<file path="src/rtl/io_port_bank.sv">
// io_port_bank: parametrised memory-mapped I/O register bank.
// Each port is a CPU-written output register, a sampled hardware input, or a
// sticky (OR-accumulating, clear-on-read) hardware input. Accesses produce
// one-cycle write/read strobes. Reads return data one cycle later with rd_valid.
// Ports:
//   clk, rst          clock, synchronous active-high reset
//   adrs, wr_data     access address and write data
//   we, re            write / read request (write wins when both are set)
//   rd_data, rd_valid registered read data and its one-cycle qualifier
//   port_out          output port registers, port i at [i*DATA_W +: DATA_W]
//   port_in           peripheral inputs, same packing
//   wr_strobe         one-cycle pulse per written port
//   rd_strobe         one-cycle pulse per read port
module io_port_bank #(
    parameter int unsigned       DATA_W      = 16,
    parameter int unsigned       ADDR_W      = 4,
    parameter int unsigned       NPORTS      = 16,
    parameter logic [NPORTS-1:0] IN_MASK     = '0,
    parameter logic [NPORTS-1:0] STICKY_MASK = '0
) (
    input  logic                     clk,
    input  logic                     rst,
    input  logic [ADDR_W-1:0]        adrs,
    input  logic [DATA_W-1:0]        wr_data,
    input  logic                     we,
    input  logic                     re,
    output logic [DATA_W-1:0]        rd_data,
    output logic                     rd_valid,
    output logic [NPORTS*DATA_W-1:0] port_out,
    input  logic [NPORTS*DATA_W-1:0] port_in,
    output logic [NPORTS-1:0]        wr_strobe,
    output logic [NPORTS-1:0]        rd_strobe
);

    // One register per port: written value for outputs, sampled value for inputs.
    logic [DATA_W-1:0] regs_q [NPORTS];
    logic [DATA_W-1:0] regs_d [NPORTS];

    logic [DATA_W-1:0] rd_data_q, rd_data_d;
    logic              rd_valid_q, rd_valid_d;
    logic [NPORTS-1:0] wr_strobe_q, wr_strobe_d;
    logic [NPORTS-1:0] rd_strobe_q, rd_strobe_d;

    logic [NPORTS-1:0] sel_c;
    logic              wr_acc_c;
    logic              rd_acc_c;
    logic [DATA_W-1:0] rd_mux_c;

    // Address decode; out-of-range addresses select nothing.
    always_comb begin
        sel_c = '0;
        for (int i = 0; i < NPORTS; i++) begin
            sel_c[i] = (32'(adrs) == 32'(i));
        end
    end

    // A write takes priority; a read is accepted only without a same-cycle write.
    assign wr_acc_c = we;
    assign rd_acc_c = re && !we;

    // Read mux over current register values; zero when no port is selected.
    always_comb begin
        rd_mux_c = '0;
        for (int i = 0; i < NPORTS; i++) begin
            if (sel_c[i]) begin
                rd_mux_c = regs_q[i];
            end
        end
    end

    // Per-port next state.
    always_comb begin
        for (int i = 0; i < NPORTS; i++) begin
            regs_d[i] = regs_q[i];
            if (IN_MASK[i]) begin
                if (STICKY_MASK[i]) begin
                    // New set bits win over a same-cycle read clear.
                    regs_d[i] = ((rd_acc_c && sel_c[i]) ? '0 : regs_q[i])
                              | port_in[i*DATA_W +: DATA_W];
                end else begin
                    regs_d[i] = port_in[i*DATA_W +: DATA_W];
                end
            end else if (wr_acc_c && sel_c[i]) begin
                regs_d[i] = wr_data;
            end
        end
    end

    // Read result, qualifier and strobes for the following cycle.
    always_comb begin
        rd_data_d   = rd_data_q;
        rd_valid_d  = rd_acc_c;
        wr_strobe_d = '0;
        rd_strobe_d = '0;
        if (rd_acc_c) begin
            rd_data_d   = rd_mux_c;
            rd_strobe_d = sel_c;
        end
        if (wr_acc_c) begin
            wr_strobe_d = sel_c;
        end
    end

    // State registers.
    always_ff @(posedge clk) begin
        if (rst) begin
            for (int i = 0; i < NPORTS; i++) begin
                regs_q[i] <= '0;
            end
            rd_data_q   <= '0;
            rd_valid_q  <= 1'b0;
            wr_strobe_q <= '0;
            rd_strobe_q <= '0;
        end else begin
            for (int i = 0; i < NPORTS; i++) begin
                regs_q[i] <= regs_d[i];
            end
            rd_data_q   <= rd_data_d;
            rd_valid_q  <= rd_valid_d;
            wr_strobe_q <= wr_strobe_d;
            rd_strobe_q <= rd_strobe_d;
        end
    end

    // Output ports expose their register; input-port slices drive zero.
    always_comb begin
        port_out = '0;
        for (int i = 0; i < NPORTS; i++) begin
            if (!IN_MASK[i]) begin
                port_out[i*DATA_W +: DATA_W] = regs_q[i];
            end
        end
    end

    assign rd_data   = rd_data_q;
    assign rd_valid  = rd_valid_q;
    assign wr_strobe = wr_strobe_q;
    assign rd_strobe = rd_strobe_q;

endmodule
</file>
<file path="config.mk">
export PLATFORM = sky130hd
export DESIGN_NAME = io_port_bank
export DESIGN_NICKNAME = d
export VERILOG_FILES = /design/src/rtl/io_port_bank.sv
export SDC_FILE = /design/constraint.sdc
export NUM_CORES = 1
export LEC_CHECK = 0
export ABC_AREA = 1
export CAP_MARGIN = 20
export CORE_AREA = 2 2 231 233
export DETAILED_ROUTE_END_ITERATION = 8
export DIE_AREA = 0 0 233 235
export SLEW_MARGIN = 20
export SYNTH_ARGS = -nofsm -noshare
export SYNTH_HDL_FRONTEND = slang
export SYNTH_SLANG_ARGS = --single-unit
</file>
<file path="constraint.sdc">
create_clock -name clk -period 2.3 [get_ports clk]
set_input_delay 0.69 -clock clk [delete_from_list [all_inputs] [get_ports clk]]
set_output_delay 0.69 -clock clk [all_outputs]
set_load 0.02 [all_outputs]
</file>
==> metrics.txt <==
status=finished clean; Inserted Clock Buffers=36; final-report setup violation count=0; final hold violations=0; Synth Instances=1742; drt total wl=67.00 mm; first drt pass iteration count=6; number of I/O pins=585; Hold Path Class=reg -> reg; DR top layer=met4; number of max-cap violations=0; Synth-to-Final Area Change=52.16%; DP Cell Count=2790; Rows=84; post-synth top area share=49.11%; post-route ant nets=0; Worst path top cell family by delay=buffers and inverters; DRT iter0 DRCs=~1900; via count=between 10000 and 15000; Non-Filler Instances=2856; Die W=between 200 and 250 um; placer congestion estimate=0.9679; post-layout minimum cycle time=2292 ps; area of the multi-input gates=0.005513 mm^2; die area=0.05476 mm^2; area leader, netlist=dfxtp_1; layout cell share with drive strength beyond 1=about 13%; total grt overflow=0; CTS tree=built; first-pass GRT wire length=94.38 mm; CTS root buffer=clkbuf_16; die height=235 um; slowest CP cell=clkdlybuf4s50_1; Netlist Area Pre-Place=0.01243 mm^2; Pwr Total=around 12000 uW; Port Buffers=328; Sequential Area=0.006106 mm^2; Startpoint Class=flip-flop; setup ws final=about 7.9 ps; Yosys Warn Count=0; Net Count, Synth=2022; FF+latch count, synth=about 300; leakage=slightly below 0.008 uW; wl on met1=30.59 mm; synthesized area per cell=7.137 um^2; Util after Layout=a little over a third; vias per cell=about 5.1; worst vdd ir=a little under 0.4 mV; initial antenna violation count=8; hold buffers post-CTS=0; CP required=1610 ps; CP Capture Type=output port; Max H-tree Level=2; CTS Buffer Depth=3; Clk Latency, worst-skew pair=550 ps; CP cell instances=clkdlybuf4s50_1; Total Routing Usage GR=23.55%; worst rel slew slack=65.66%; # fillers=5482; CTS clock-pin slew for the worst setup and hold paths=60 ps; met3 WL=8.960 mm; Initial Util=23.80%; critical path arrival=1600 ps; HPWL after DPL=49.60 mm; # DRC=0; critical path's largest stage delay=640 ps; per-cell routed wire length=23.46 um; top cells by area, synth=dfxtp_1 49%, nand2_1 12%, a21oi_1 12%; library cells used by synthesis=19; Final period util=99.66%; power per cell area=656.9 mW/mm^2; Max Slew Vio Count=0; clock skew=21.52 ps; CP max FO=2; setup TNS after final layout=0 ps; CP Buf/Inv Count=1; vias in the first global route=13320; pre-CTS setup slack=-1262 ps; Max Fclk=0.4363 GHz; worst slew pin tran=517.2 ps; Seq/Total Area, Yosys=49.11%; WS Path Type=reg -> out; Nets=2420; core area=0.05224 mm^2; clk sinks=a little over 300; largest net degree at the start of global routing=a little over 80; WL met2=25.96 mm; RSZ-0062 raised after global routing=false
-- cell usage in the layout (no fill, tap or decap), drive strengths merged --
cell,count
inv,93
nand2,411
buf,177
dlygate4sd2,122
bufinv,2
a21oi,286
dlymetal6s2s,33
dfxtp,305
clkinv,5
clkinvlp,3
nand4,42
o211ai,4
o21ai,92
nand3,204
nor2,161
nor3,4
clkbuf,53
clkdlybuf4s50,167
diode,4
-- registers in the layout, indices dropped and copies added (netlist names) --
name,count
rd_data,16
rd_strobe,16
rd_valid,1
regs_q,256
wr_strobe,16
-- path summary, 6_finish.rpt --
kind                                     from      endpoint  slack [ps]  cells past startpoint
worst max-delay path            regs_q[0][59]  port_out[59]           8                      1
worst min-delay path               rd_data[6]    rd_data[6]         470                      2
worst max register to register  regs_q[0][35]    rd_data[3]         210                     13
worst min register to register     rd_data[6]    rd_data[6]         470                      2
-- kinds of logic after synthesis --
logic type	after synthesis	share of synthesized area, %
AO/OA/AOI/OAI	382	15.46
buffers and inverters	233	7.367
flip-flops	305	49.11
AND/OR/NAND/NOR	822	28.06
-- cells in the mapped netlist --
cell type / number
nand2_1: 406
dfxtp_1: 305
a21oi_1: 286
nand3_1: 204
nor2_1: 153
clkbuf_1: 102
inv_1: 88
o21ai_0: 87
nand4_1: 42
buf_2: 33
nor2_2: 7
inv_2: 5
nand2_2: 5
o21ai_1: 5
buf_1: 4
nor3_1: 4
o211ai_1: 4
clkinv_1: 1
nor2_4: 1
-- cell type report --
class,instances,area share (%)
Multi-Input combinational cell,1204,29.14
Sequential cell,305,32.28
Timing Repair Buffer,499,25.93
Tap cell,688,4.551
Clock buffer,53,5.635
Clock inverter,9,0.5424
Antenna cell,4,0.05291
Inverter,94,1.865
-- power breakdown --
group / switching [uW] / leakage [uW] / total, uW / internal, uW
Clock: 2370 / 0.000567 / 5800 / 3430
Combinational: 766 / 0.00480 / 1170 / 407
Sequential: 91.7 / 0.00246 / 5460 / 5370
Total: 3220 / 0.00783 / 12400 / 9200
-- layer usage --
| layer | vias up | GRT usage [%] |
|---|---|---|
| met2 | 993 | 31.30 |
| met5 | - | 0 |
| met4 | 0 | 6.505 |
| met3 | 95 | 7.524 |
| li1 | 6562 | - |
| met1 | 6857 | 35.59 |
-- repair_timing --
| item | CTS | global route |
|---|---|---|
| cloned | 0 | 0 |
| pin swaps | 8 | 18 |
| setup buffers | 3 | 3 |
| endpoints found under the setup margin | 160 | 41 |
| resized for setup | 151 | 65 |
-- per-stage QoR --
stage               instance area [um^2]  hold WS (ps)
floorplan                          12430         537.4
global placement                   17680         457.6
detailed placement                 17680         459.2
CTS                                18750         468.0
global route                       18910         486.0
finish                             18920         468.4
Power figures use the tool's default switching activity.
==> edit (config.mk and constraints unchanged) <==
`rd_data_q` no longer has a reset.
--- a/src/rtl/io_port_bank.sv
+++ b/src/rtl/io_port_bank.sv
@@ -107,7 +107,6 @@
             for (int i = 0; i < NPORTS; i++) begin
                 regs_q[i] <= '0;
             end
-            rd_data_q   <= '0;
             rd_valid_q  <= 1'b0;
             wr_strobe_q <= '0;
             rd_strobe_q <= '0;
@@ -115,11 +114,14 @@
             for (int i = 0; i < NPORTS; i++) begin
                 regs_q[i] <= regs_d[i];
             end
-            rd_data_q   <= rd_data_d;
             rd_valid_q  <= rd_valid_d;
             wr_strobe_q <= wr_strobe_d;
             rd_strobe_q <= rd_strobe_d;
         end
+    end
+
+    always_ff @(posedge clk) begin
+        rd_data_q <= rd_data_d;
     end
 
     // Output ports expose their register; input-port slices drive zero.
Behaviour: not the same (Yosys sat finds a counterexample within 4 cycles, from zero or initial values and one cycle with rst high; the reset may be asserted at any time).
==> edit against the unedited design <==
- combinational power hardly changed
- utilization down 0.46 points
- synthesized cell count shrank 1.7%
- global-route usage decreased by 0.67 points
- total power grew 2.3%
- critical path type unchanged
- cell area is 1.3% lower
- area after synthesis is 0.66% higher
- routed wire length down 2.6%
- sequential cell count unchanged
- worst setup slack improved by 0.020 ns
- critical path depth unchanged
- die area unchanged
- clock power increased by 3.8%
==> edit: results (changes against the unedited design) <==
- Nets@finish: 2355 (-2.7%)
- Peak supply drop: 0.000364 V (-7.4%)
- Crit path DAT: 1.58 ns (-0.02 ns)
- Crit path largest cell delay: 0.63 ns
- First-pass DRT Iterations: 7 (+1)
- Vias in the first global route: 12800 (-3.9%)
- Largest net degree at the start of global routing: 87 (+7.4%)
- R2r setup slk: 0.41 ns (+0.20 ns)
- Final setup margin: 0.0274 ns (+0.0195 ns)
- Via/cell ratio: 5.05 (-0.68%)
- Relative slew slack: 0.643 (-0.0136)
- Top area cells in the synthesized netlist: dfxtp_1 46%, nand2_1 11%, a21oi_1 11%, nand3_1 9.8%, o21ai_0 4.1%
- Sequential area share after synthesis: 0.501 (+0.00956)
- Routed wire length: 65300 µm (-2.6%)
- Detailed Place HPWL: 47800 µm (-3.6%)
- Commonest cells in the netlist: 378 x nand2_1, 289 x dfxtp_1, 266 x a21oi_1, 245 x nand3_1, 114 x nor2_1
- PortBufs: 328 (unchanged)
- Layout fillers: 5419 (-1.1%)
- Global-route wire length before repair: 91600 µm (-3.0%)
- Status: completed
- First DRT Iteration DRCs: 2142 (+13%)
- Synth Instances: 1712 (-1.7%)
- Hold endpoint: regs_q[1][52]
- Final cell count without fillers: 2790 (-2.3%)
- Antenna violations before repair: 6 (-2)
- # placed instances: 2726 (-2.3%)
- Total track usage: 0.229 (-0.00665)
- Largest register by flop count: regs_q
- Share of layout cells above drive strength 1: 0.111 (-0.0153)
- HP Start: regs_q[1][52]
- Worst reg-to-reg path cell count: 9 (-4)
- Synth unique cells: 18 (-1)
- Pre-CTS setup slack: -1.15 ns (+0.110 ns)
- Post-CTS setup buffers: 0 (-3)
- Source of the worst register-to-register timing path: regs_q[0][10]
- Crit path launch: regs_q[1][82]
- Number of synthesized flops with an enable pin: 16 (+16)
- Static Leak: 0.00772 µW (-1.5%)
- Synth Net Count: 1992 (-1.5%)
- RePlAce Congestion: 0.933 (-3.6%)
- Skew final: 0.00836 ns (-0.0132 ns)
- Crit-path max FO: 3 (+1)
[edit: where the power goes]
group          switching (µW)  total [µW]  internal [µW]
clock network            2380        6020           3640
registers                95.6        5520           5420
logic                     772        1170            398
[edit: layout make-up]
class	instances	area, µm²	share of cell area
flip-flops and latches	305	6270	0.335
multi-input cells	1162	5350	0.286
repair buffers	462	4550	0.244
clock buffers	52	1090	0.0585
well taps	688	861	0.0461
inverters	108	405	0.0217
clock inverters	12	148	0.00790
diodes	1	2.50	0.000134
[edit: logic make-up (layout without fill, tap and decap cells)]
logic type	Yosys count	in the layout	share of synthesized area
AO/OA/AOI/OAI	368	368	0.147
buffers and inverters	245	634	0.0786
flip-flops	305	305	0.501
other	0	1	0
AND/OR/NAND/NOR	794	794	0.274
[edit: metrics by stage]
stage / cell area [µm²] / hold slack, ns / total power (µW)
2_1_floorplan: 12500 / 0.532 / 6120
3_3_place_gp: 17500 / 0.450 / 6800
3_5_place_dp: 17500 / 0.455 / 6800
4_1_cts: 18600 / 0.464 / 12800
5_1_grt: 18700 / 0.483 / 13100
6_report: 18700 / 0.465 / 12700
[edit: per-layer routing]
metal  vias up  track usage  wire (µm)
li1       6417            -          -
met1      6555        0.346      29800
met2      1007        0.302      24800
met3        97       0.0735       8840
met4         0       0.0695       1880
met5         -            0          0
[edit: timing repair]
action | in CTS | in global routing
setup endpoints to repair | 163 | 44
resized for setup | 150 | 48
pin swaps | 0 | 4
cloned | 0 | 0
hold buffers | 0 | 0
[edit: how the worst max path moves through the flow]
stage	endpoint	cells past startpoint
floorplan	rd_strobe[8]	6
detailed placement	rd_data[3]	14
global placement	rd_data[3]	14
CTS	port_out[137]	1
finish	port_out[210]	1
global route	port_out[132]	1
